## src/rtl/alu_iter.sv

```systemverilog
// alu_iter: small iterative ALU. Single-cycle ops (add/sub/logic/lt/null)
// finish on the acceptance edge; logical shifts walk one bit per cycle
// through a working register.
//
// Handshake: an operation is accepted on a rising edge where
// valid_in && ready_in. ready_in is low only while a shift is in progress,
// and valid_in seen during that time is dropped, not queued. valid_out is a
// one-cycle pulse; result/zero hold until the next pulse.

`ifndef ALU_CONTROL_WIDTH
`define ALU_CONTROL_WIDTH 4
`define ALU_ADD  4'd0
`define ALU_SUB  4'd1
`define ALU_XOR  4'd2
`define ALU_OR   4'd3
`define ALU_AND  4'd4
`define ALU_SLL  4'd5
`define ALU_SRL  4'd6
`define ALU_LT   4'd7
`define ALU_NULL 4'd8
`endif

module alu_iter #(
    parameter int XLEN = 32
) (
    input  logic                          clk,
    input  logic                          rst_n,
    input  logic                          valid_in,
    output logic                          ready_in,
    input  logic [`ALU_CONTROL_WIDTH-1:0] ALU_ctl,
    input  logic [XLEN-1:0]               op_a,
    input  logic [XLEN-1:0]               op_b,
    output logic                          valid_out,
    output logic [XLEN-1:0]               result,
    output logic                          zero
);

    typedef enum logic [1:0] {
        IDLE  = 2'd0,
        SHIFT = 2'd1,
        DONE  = 2'd2
    } state_t;

    state_t          state;
    logic [XLEN-1:0] work;
    logic [4:0]      cnt;
    logic            shift_right;

    logic [XLEN-1:0] comb_val;
    logic            is_shift;
    logic            is_srl;
    logic [4:0]      shamt;
    logic [XLEN-1:0] work_next;

    // Only SHIFT blocks new requests.
    assign ready_in = (state != SHIFT);
    assign shamt    = op_b[4:0];

    // Decode the incoming operation; shifts with shamt 0 pass op_a through.
    always_comb begin
        comb_val = '0;
        is_shift = 1'b0;
        is_srl   = 1'b0;
        case (ALU_ctl)
            `ALU_ADD: comb_val = op_a + op_b;
            `ALU_SUB: comb_val = op_a - op_b;
            `ALU_XOR: comb_val = op_a ^ op_b;
            `ALU_OR:  comb_val = op_a | op_b;
            `ALU_AND: comb_val = op_a & op_b;
            `ALU_LT:  comb_val = {{(XLEN-1){1'b0}}, ($signed(op_a) < $signed(op_b))};
            `ALU_SLL: begin
                is_shift = 1'b1;
                comb_val = op_a;
            end
            `ALU_SRL: begin
                is_shift = 1'b1;
                is_srl   = 1'b1;
                comb_val = op_a;
            end
            default:  comb_val = '0;
        endcase
    end

    // One-bit step of the working register in the captured direction.
    always_comb begin
        work_next = shift_right ? (work >> 1) : (work << 1);
    end

    // Control FSM with registered result, zero flag and valid pulse.
    always_ff @(posedge clk or negedge rst_n) begin
        if (!rst_n) begin
            state       <= IDLE;
            work        <= '0;
            cnt         <= '0;
            shift_right <= 1'b0;
            result      <= '0;
            zero        <= 1'b1;
            valid_out   <= 1'b0;
        end else begin
            valid_out <= 1'b0;
            case (state)
                IDLE, DONE: begin
                    if (valid_in) begin
                        if (is_shift && (shamt != 5'd0)) begin
                            work        <= op_a;
                            cnt         <= shamt;
                            shift_right <= is_srl;
                            state       <= SHIFT;
                        end else begin
                            result    <= comb_val;
                            zero      <= (comb_val == '0);
                            valid_out <= 1'b1;
                            state     <= DONE;
                        end
                    end else begin
                        state <= IDLE;
                    end
                end
                SHIFT: begin
                    work <= work_next;
                    cnt  <= cnt - 5'd1;
                    if (cnt == 5'd1) begin
                        result    <= work_next;
                        zero      <= (work_next == '0);
                        valid_out <= 1'b1;
                        state     <= DONE;
                    end
                end
                default: state <= IDLE;
            endcase
        end
    end

endmodule

```

## config.mk

```make
export PLATFORM = sky130hd
export DESIGN_NAME = alu_iter
export DESIGN_NICKNAME = d
export VERILOG_FILES = /design/src/rtl/alu_iter.sv
export SDC_FILE = /design/constraint.sdc
export NUM_CORES = 1
export LEC_CHECK = 0
export BUFFER_PORTS_ARGS = -buffer_cell sky130_fd_sc_hd__buf_2
export CELL_PAD_IN_SITES_DETAIL_PLACEMENT = 0
export CELL_PAD_IN_SITES_GLOBAL_PLACEMENT = 1
export CORE_AREA = 2 2 145 147
export CTS_BUF_LIST = sky130_fd_sc_hd__clkbuf_8
export CTS_CLUSTER_SIZE = 16
export DETAILED_ROUTE_END_ITERATION = 12
export DIE_AREA = 0 0 147 149
export HOLD_SLACK_MARGIN = 0.06
export PLACE_DENSITY = 0.91
export SLEW_MARGIN = 20
export SYNTH_ARGS = -nofsm -noshare
export SYNTH_HDL_FRONTEND = slang
export SYNTH_SLANG_ARGS = --single-unit
```

## constraint.sdc

```tcl
create_clock -name clk -period 5.55 [get_ports clk]
set_clock_uncertainty 0.05 [all_clocks]
set_input_delay 0.555 -clock clk [delete_from_list [all_inputs] [get_ports clk]]
set_output_delay 0.555 -clock clk [all_outputs]
set_load 0.02 [all_outputs]
```

=== Yosys cells after proc, flatten, opt, wreduce, memory -nomap -nowiden ===
Cells that the tools add are included.

* Flip-flop bits (word level): 74
* Output and inout port bits: 35
* Word-level logic and storage cells: 67

* $add $sub $neg: 3
* Order comparisons: 1
* Eq/ne operators: 15
* Multiplexer cells: 26
* Bitwise operators: 3
* Reductions and logical operators: 12

{| class="wikitable"
|+ Operators by type and width
! kind !! count
|-
| one-hot mux 32 bit (7 select lines) || 1
|-
| 2-to-1 mux 32 bit || 6
|-
| one-hot mux 32 bit (2 select lines) || 2
|-
| zero test 32 bit || 2
|-
| adder 32 bit || 1
|-
| AND 32 bit || 1
|-
| < comparator 32 bit || 1
|-
| bitwise OR 32 bit || 1
|-
| subtractor 32 bit || 1
|-
| bitwise XOR 32 bit || 1
|-
| == test 4 x 3 -> 1 bit (second input constant) || 4
|-
| 2-to-1 mux 5 bit || 2
|-
| one-hot mux 5 bit (2 select lines) || 1
|-
| == test 4 x 2 -> 1 bit (second input constant) || 2
|-
| 2-to-1 mux 1 bit || 8
|-
| inequality test 2 bit (second input constant) || 4
|-
| 2-to-1 mux 2 bit || 3
|-
| AND reduction 3 bit || 2
|-
| == test 5 x 1 -> 1 bit (second input constant) || 1
|-
| nonzero test 5 bit || 1
|-
| subtractor 5 x 1 -> 5 bit (second input constant) || 1
|-
| == test 4 x 1 -> 1 bit (second input constant) || 1
|-
| zero test 4 bit || 1
|-
| one-hot mux 1 bit (2 select lines) || 2
|-
| 9 further kinds || 10
|}

=== Logic depth before layout (Yosys ltp) ===
Gate-level depths: netlist of run 1.

* Depth in word-level cells: 7
* Gate-level depth with buffers: 14
* Gate-level depth less buffers: 14

=== Worst setup path after synthesis of run 1 ===
OpenSTA, ideal clock, no wires.

* Kind: input to register
* From: input op_a[0]
* To: register result[26]
* Setup time: 95 ps
* Arrival time: 3204 ps
* Required time: 5405 ps
* Path slack: 2200 ps
* Cell stages on the path: 12
* Cell sequence: ha_1 fa_1 a211oi_1 o21ai_0 a32oi_1 o211ai_1 o21a_1 o2111ai_1 or4b_1 a21oi_1 nor2_1 o31ai_1

* Cells in the longest elaborated chain, start to end: 5
* Elaborated cells on any way between the ends: 6
* Classes of those cells: add/sub (2); mux (4)

{| class="wikitable"
|+ Ends and longest elaborated chain
! what !! line !! RTL
|-
| start: declaration || 31 || <nowiki>input logic [XLEN-1:0] op_a,</nowiki>
|-
| subtractor 32 bit / adder 32 bit (equally long branches) || 66, 65 ||
|-
| one-hot mux 32 bit (7 select lines) * || 64 || <nowiki>case (ALU_ctl)</nowiki>
|-
| 2-to-1 mux 32 bit * || 104 || <nowiki>if (is_shift && (shamt != 5'd0)) begin</nowiki>
|-
| 2-to-1 mux 32 bit * || 103 || <nowiki>if (valid_in) begin</nowiki>
|-
| one-hot mux 32 bit (2 select lines) * || 101 || <nowiki>case (state)</nowiki>
|-
| end signal: assignment || 110 || <nowiki>result <= comb_val;</nowiki>
|-
| end signal: assignment || 123 || <nowiki>result <= work_next;</nowiki>
|-
| end: declaration || 34 || <nowiki>output logic [XLEN-1:0] result,</nowiki>
|}

Every way passes the cells marked *; elsewhere a longest branch is shown, timed or not. The select of a mux whose other input is x is not followed.
A chain may end at the register's enable or synchronous reset.

=== Worst setup path in the final report of run 1 ===
* From: input op_a[6]
* To: register zero

* Cells in the longest elaborated chain, start to end: 6
* Elaborated cells on any way between the ends: 11
* Classes of those cells: add/sub (2); order compare (1); mux (4); bitwise (3); reduce/logical (1)

{| class="wikitable"
|+ Ends and longest elaborated chain
! what !! line !! RTL
|-
| subtractor 32 bit, or another cell as far along || 66 || <nowiki>`ALU_SUB: comb_val = op_a - op_b;</nowiki>
|-
| one-hot mux 32 bit (7 select lines) * || 64 ||
|-
| zero test 32 bit * || 111 || <nowiki>zero <= (comb_val == '0);</nowiki>
|-
| 2-to-1 mux 1 bit * || 104 ||
|-
| 2-to-1 mux 1 bit * || 103 ||
|-
| one-hot mux 1 bit (2 select lines) * || 101 ||
|-
| end signal: assignment || 111 ||
|-
| end signal: assignment || 124 || <nowiki>zero <= (work_next == '0);</nowiki>
|-
| end: declaration || 35 || <nowiki>output logic zero</nowiki>
|}

Marked as above.

==> impl_metrics.csv, run 1 <==
group,metric,value,unit
global_routing,antenna_found_initial,0,
route,antenna_left,0,
cts,clkSinkCount,74,
cts,clock_path_buffers,2,
critical_path,cp_slowest_cell,"ha_1",
logic_synthesis,ys.flop_type,"dfrtp_1",
route,vias_per_cell,6.48,
cts,cts_tree,"built",
floorplan,rows,53,
route,drt-total-wl,36700,µm
critical_path,cp-start-kind,"input port",
global_routing,gr-total-overflow,0,
hold_path,hp-class,"in -> async",
global_routing,grt_max_degree,75,
floorplan,die_w,147,µm
floorplan,ios,106,
logic_synthesis,syn_nets,1485,
logic_synthesis,synth.distinct_cells,93,
route,drt_iter0_drc,1151,
layout,layout_commonest_cell,"nand2_1",
floorplan,initial_utilization,47.7,%
critical_path,worstPathMaxFanout,12,
layout,antennaDiodeCount,0,
sta,post-route-period-util,76.7,%
sta,max_freq,235,MHz
cts,root_buffer,"clkbuf_8",
floorplan,coreArea,20600,µm²
layout,fillerInstances,2148,
logic_synthesis,synth.top_cells.by_area,"dfrtp_1, ha_1, nand2_1",
power_and_ir_drop,powerDensity,248,nW/µm²
logic_synthesis,synthCells,1297,
layout,final_cell_mix,"nand2_1, ha_1, nor2_1, buf_2, inv_1",
critical_path,path_delay_family,"compound AO/OA/AOI/OAI gates",
sta,period_needed,4.26,ns
route,drc,0,
cts,clk_latency,0.36,ns
critical_path,cp.required,5.78,ns
layout,syn_to_final_growth,8.43,%
logic_synthesis,synth_top_cell_area_share,18.6,%
critical_path,critPathKind,"in -> reg",
job,cap_viol_max_count,0,
cts,cts_hold_buf,0,
critical_path,path_buf_inv,2,
logic_synthesis,synth_seq_cells,74,
sta,maxSlewViolCount,0,
sta,finalHoldViolations,0,
placed_design,finalWeightedCongestion,1.08,
placed_design,portBuffers,105,
cts,cts_setup_buffers,0,
logic_synthesis,synthArstFlopShare,100,%
sta,slew-limit-headroom,32.4,%
route,route.detailed.wl_per_inst,22.6,µm
layout,drive_gt1_share,13.3,%
cts,numCtsBuffers,9,
layout,num-nets-final,1536,
sta,rsz0062_at_grt,"false",
critical_path,reg2reg_depth,12,
critical_path,crit_cells,14,
logic_synthesis,synth_warnings,0,
sta,finalSetupViolations,0,
critical_path,critical_path.endpoint_type,"flop",
sta,hold_ws,0.281,ns
sta,finalSetupTns,0,ns
floorplan,dieHeight,149,µm
critical_path,slowest_delay,0.50,ns
route,drtPass1Iterations,6,
run_status,outcome,"completed",
critical_path,crit_path_cell_trace,"buf_2, inv_1, ha_1, a21o_1, a211o_1, o31ai_1, o21bai_1, a211oi_1, nor4_1, nor3_1, o2111ai_1, nor4_1, nand4_1, o31ai_2",
global_routing,grt_pass1_wl,57000,µm
cts,cts_resized,0,
floorplan,dieArea,21900,µm²
sta,worst_pin_slew,1.01,ns
cts,h-tree-depth,3,
global_routing,grt_use_total,33.1,%
placed_design,dp_hpwl,28300,µm
critical_path,path_common_cell,"nor4_1",
power_and_ir_drop,peakVddDrop,0.118,mV
logic_synthesis,synth_top_area_cell,"dfrtp_1",
route,vias,10500,
power_and_ir_drop,leakage,4.92,nW
logic_synthesis,synth-seq-area-share,18.9,%
logic_synthesis,syn_area,9810,µm²
global_routing,grt_pass1_vias,9751,
logic_synthesis,synth.avg_cell_area,7.56,µm²
critical_path,arrival,4.48,ns
logic_synthesis,synth_edf_count,0,
cts,path_clk_slew,0.07,ns
worst reg2reg max path, stage by stage (launching register included):
cell and delay [ns]:
dfrtp_1 0.39, inv_1 0.12, nor2_2 0.12, buf_4 0.25, a221oi_1 0.25, o221ai_1 0.25
nor3_1 0.26, nand4_1 0.18, nor4_1 0.50, nand4_1 0.15, nor4_1 0.28, nand4_1 0.18
o31ai_2 0.27
power by group:
part	internal, W	leakage, nW	switching, W
Combinational	0.000496	3.96	0.000809
Clock	0.000176	0.0897	0.000180
Sequential	0.000744	0.868	0.000233
Total	0.00142	4.92	0.00122
sequential cells by signal, indices dropped and copies added, names as in the netlist:
register	cells
valid_out	1
result	32
cnt	5
work	32
shift_right	1
state	2
zero	1
logic make-up after synthesis:
group / synth area share [%]
flops: 18.9
buf+inv: 7.73
simple gates: 21.7
fa+ha+maj: 15.1
mux: 3.72
xor+xnor: 1.17
compound gates: 31.7
routing by layer:
metal  vias to the layer above  track usage [%]  share of wire, %
li1                       4855                -                 -
met5                         -                0                 0
met3                        64             4.37                10
met4                         0             8.65               2.1
met1                      5018             48.4                44
met2                       598             51.6                44
worst paths after layout:
check	startpoint	to	slack [ns]
max	op_a[6]	zero	1.29
min	rst_n	result[5]	0.28
max reg2reg	state[0]	zero	2.21
min reg2reg	result[9]	result[9]	0.43
max in group asynchronous	rst_n	shift_right	4.54
min in group clk	result[9]	result[9]	0.43
cell type report:
| class | count | area [µm²] | share of cell area (%) |
|---|---|---|---|
| clock buffer | 11 | 151 | 1.42 |
| tap | 275 | 344 | 3.24 |
| sequential | 74 | 1850 | 17.4 |
| clock inverter | 2 | 7.51 | 0.0706 |
| inverter | 101 | 379 | 3.56 |
| timing repair buffer | 123 | 676 | 6.35 |
| multi-input combinational | 1039 | 7220 | 67.9 |
stage by stage:
step	cell area [µm²]	power [W]	instances	util, %	setup WS [ns]
global placement	10500	0.00223	1612	51.0	1.02
global route	10600	0.00282	1625	51.7	1.16
finish	10600	0.00264	1625	51.7	1.29
detailed placement	10500	0.00225	1612	51.0	1.07
floorplan	9810	0.00180	1297	-	2.20
CTS	10600	0.00261	1625	51.7	1.42
synthesized netlist by cell type, types with 8 or more instances:
library cell    n
a21o_1         22
a221o_1        11
o21ai_0        67
a21oi_1        84
clkbuf_1       46
a211o_1        10
a221oi_1       15
nor2b_1        30
nand2b_1       17
o211ai_1       18
a211oi_1       42
dfrtp_1        73
a21boi_0       10
nor3b_1         8
ha_1          115
or3_1           9
mux2i_1        32
o21a_1          8
nand2_1       128
buf_2          24
nor4_1         16
o21bai_1        9
nor3_1         34
nand3_1        22
and3_1         13
nand4_1        12
nor2_1        109
xnor2_1         8
a31oi_1        30
inv_1          98
o31ai_1        24
No activity file was read; power rests on OpenSTA's default activity.
==> run 2, diff against run 1 <==
CORE_AREA = 2 2 150 152   (was 2 2 145 147)
DIE_AREA = 0 0 152 154   (was 0 0 147 149)
PLACE_DENSITY = 0.86   (was 0.91)
clock period = 4.1 ns   (was 5.55 ns; I/O delays follow)
==> impl_metrics.csv, run 2 (same netlist as run 1, synthesis figures left out) <==
group,metric,value,unit
power_and_ir_drop,leakage,5.31,nW
power_and_ir_drop,power_frac_clock,18.4,%
cts,cts_resized,0,
critical_path,slowest_delay,0.59,ns
critical_path,path_delay_family,"simple AND/OR/NAND/NOR gates",
sta,period_needed,3.84,ns
cts,cts_hold_buf,0,
floorplan,ios,106,
critical_path,rrSetupSlack,1.16,ns
route,route.detailed.wl_per_inst,22.0,µm
route,antenna_left,0,
global_routing,grtUsageMet2,49.1,%
critical_path,cp-start-kind,"input port",
route,drt-total-wl,37500,µm
layout,stdcell_area,11300,µm²
floorplan,initial_utilization,45.2,%
critical_path,path_common_cell,"nor4_1",
layout,antennaDiodeCount,0,
global_routing,grt_use_total,31.1,%
global_routing,use_met3,4.48,%
route,drtPass1Iterations,5,
cts,cts_tree,"built",
sta,hold_ws,0.109,ns
cts,clkSinkCount,74,
global_routing,grt_max_degree,80,
floorplan,rows,54,
sta,finalSetupViolations,0,
placed_design,finalWeightedCongestion,0.973,
layout,layout_commonest_cell,"nand2_1",
sta,max_freq,260,MHz
critical_path,arrival,4.08,ns
global_routing,grt_pass1_vias,10100,
power_and_ir_drop,p_switching,0.00171,W
hold_path,hp-class,"in -> async",
run_status,outcome,"completed",
critical_path,cp_slowest_cell,"nor4_1",
sta,rsz0062_at_grt,"false",
global_routing,grt_busiest_layer,"met2",
critical_path,critical_path.endpoint_type,"flop",
cts,root_buffer,"clkbuf_8",
cts,clk_latency,0.37,ns
route,vias_per_cell,6.30,
power_and_ir_drop,peakVddDrop,0.225,mV
global_routing,grt_pass1_wl,58100,µm
cts,clock_path_buffers,2,
global_routing,antenna_found_initial,1,
critical_path,path_buf_inv,3,
layout,syn_to_final_growth,15.3,%
layout,reg_top3,"result: 32 flops, work: 32 flops, cnt: 5 flops",
layout,area.sequential,1850,µm²
route,drt_iter0_drc,1191,
sta,finalSetupTns,0,ns
critical_path,critPathKind,"in -> reg",
power_and_ir_drop,netSwitchingFraction,44.1,%
sta,finalHoldViolations,0,
placed_design,dpl_cell_area,11000,µm²
sta,slew-limit-headroom,23.1,%
layout,num-nets-final,1611,
placed_design,portBuffers,105,
power_and_ir_drop,intPower,0.00217,W
power_and_ir_drop,powerDensity,344,nW/µm²
power_and_ir_drop,seqPwrFrac,33.9,%
sta,layout_setup_ws,0.259,ns
power_and_ir_drop,share_comb_of_total_power,47.8,%
layout,final_cell_mix,"nand2_1, ha_1, nor2_1, buf_2, inv_1",
cts,cts_setup_buffers,0,
floorplan,die_w,152,µm
route,drc,0,
critical_path,cp.required,4.34,ns
placed_design,place_ws,-0.167,ns
global_routing,gr-total-overflow,0,
sta,maxSlewViolCount,0,
layout,drive_gt1_share,18.3,%
cts,path_clk_slew,0.08,ns
sta,worst_pin_slew,1.15,ns
layout,multiInputGateArea,7230,µm²
global_routing,grt_util_met1,44.1,%
cts,numCtsBuffers,9,
floorplan,dieHeight,154,µm
cts,h-tree-depth,3,
job,cap_viol_max_count,0,
route,vias,10800,
floorplan,coreArea,21700,µm²
sta,post-route-period-util,93.7,%
critical_path,crit_path_cell_trace,"buf_2, inv_1, ha_1, buf_4, nand3_1, nor4_1, o31ai_1, o21bai_1, a211oi_1, o211a_1, nor3_2, o2111ai_1, nor4_1, nand4_1, o31ai_2",
critical_path,worstPathMaxFanout,10,
layout,fillerInstances,2132,
placed_design,dp_hpwl,29800,µm
floorplan,dieArea,23400,µm²
## run 2: layout make-up
cell class,instances,area share [%]
Inverter,101,3.35
Clock inverter,6,1.01
Multi-Input combinational cell,1039,64.0
Timing Repair Buffer,198,11.0
Clock buffer,10,1.22
Sequential cell,74,16.4
Tap cell,280,3.10
## run 2: worst register-to-register path, stage by stage (launching register included)
cell     delay (ns)
dfrtp_1        0.38
inv_1          0.09
ha_1           0.15
nor4b_1        0.40
a32oi_2        0.17
nor3_1         0.30
nand4_1        0.14
nor4_1         0.34
nand4_1        0.14
nor4_1         0.27
nand4_1        0.18
o31ai_2        0.25
## run 2: power groups by stage
stage                     Sequential, W  Combinational, W  Clock (W)
final                           0.00132           0.00186   0.000713
after global routing            0.00135           0.00203   0.000747
after CTS                       0.00130           0.00183   0.000716
after detailed placement        0.00131           0.00182          0
after global placement          0.00131           0.00180          0
after floorplan                 0.00132           0.00112          0
## run 2: path summary, 6_finish.rpt
check                               start          end  cells after the start
worst max-delay path              op_a[7]         zero                     15
max in group asynchronous           rst_n  shift_right                      1
worst max register to register     cnt[1]         zero                     11
worst min-delay path                rst_n     state[1]                      1
worst min register to register  result[6]    result[6]                      1
min in group clk                  op_b[0]       cnt[0]                      3
## run 2: per-layer routing
layer  share of wire [%]  up-vias
li1                    -     5018
met1                  45     5145
met2                  44      533
met3                 7.9       67
met4                 2.8        0
met5                   0        -
## run 2: through the flow
step,power (W),instances,util (%)
finish,0.00389,1708,52.1
global route,0.00412,1708,52.1
CTS,0.00385,1708,52.1
detailed placement,0.00313,1692,50.9
global placement,0.00311,1692,50.9
floorplan,0.00243,1297,-
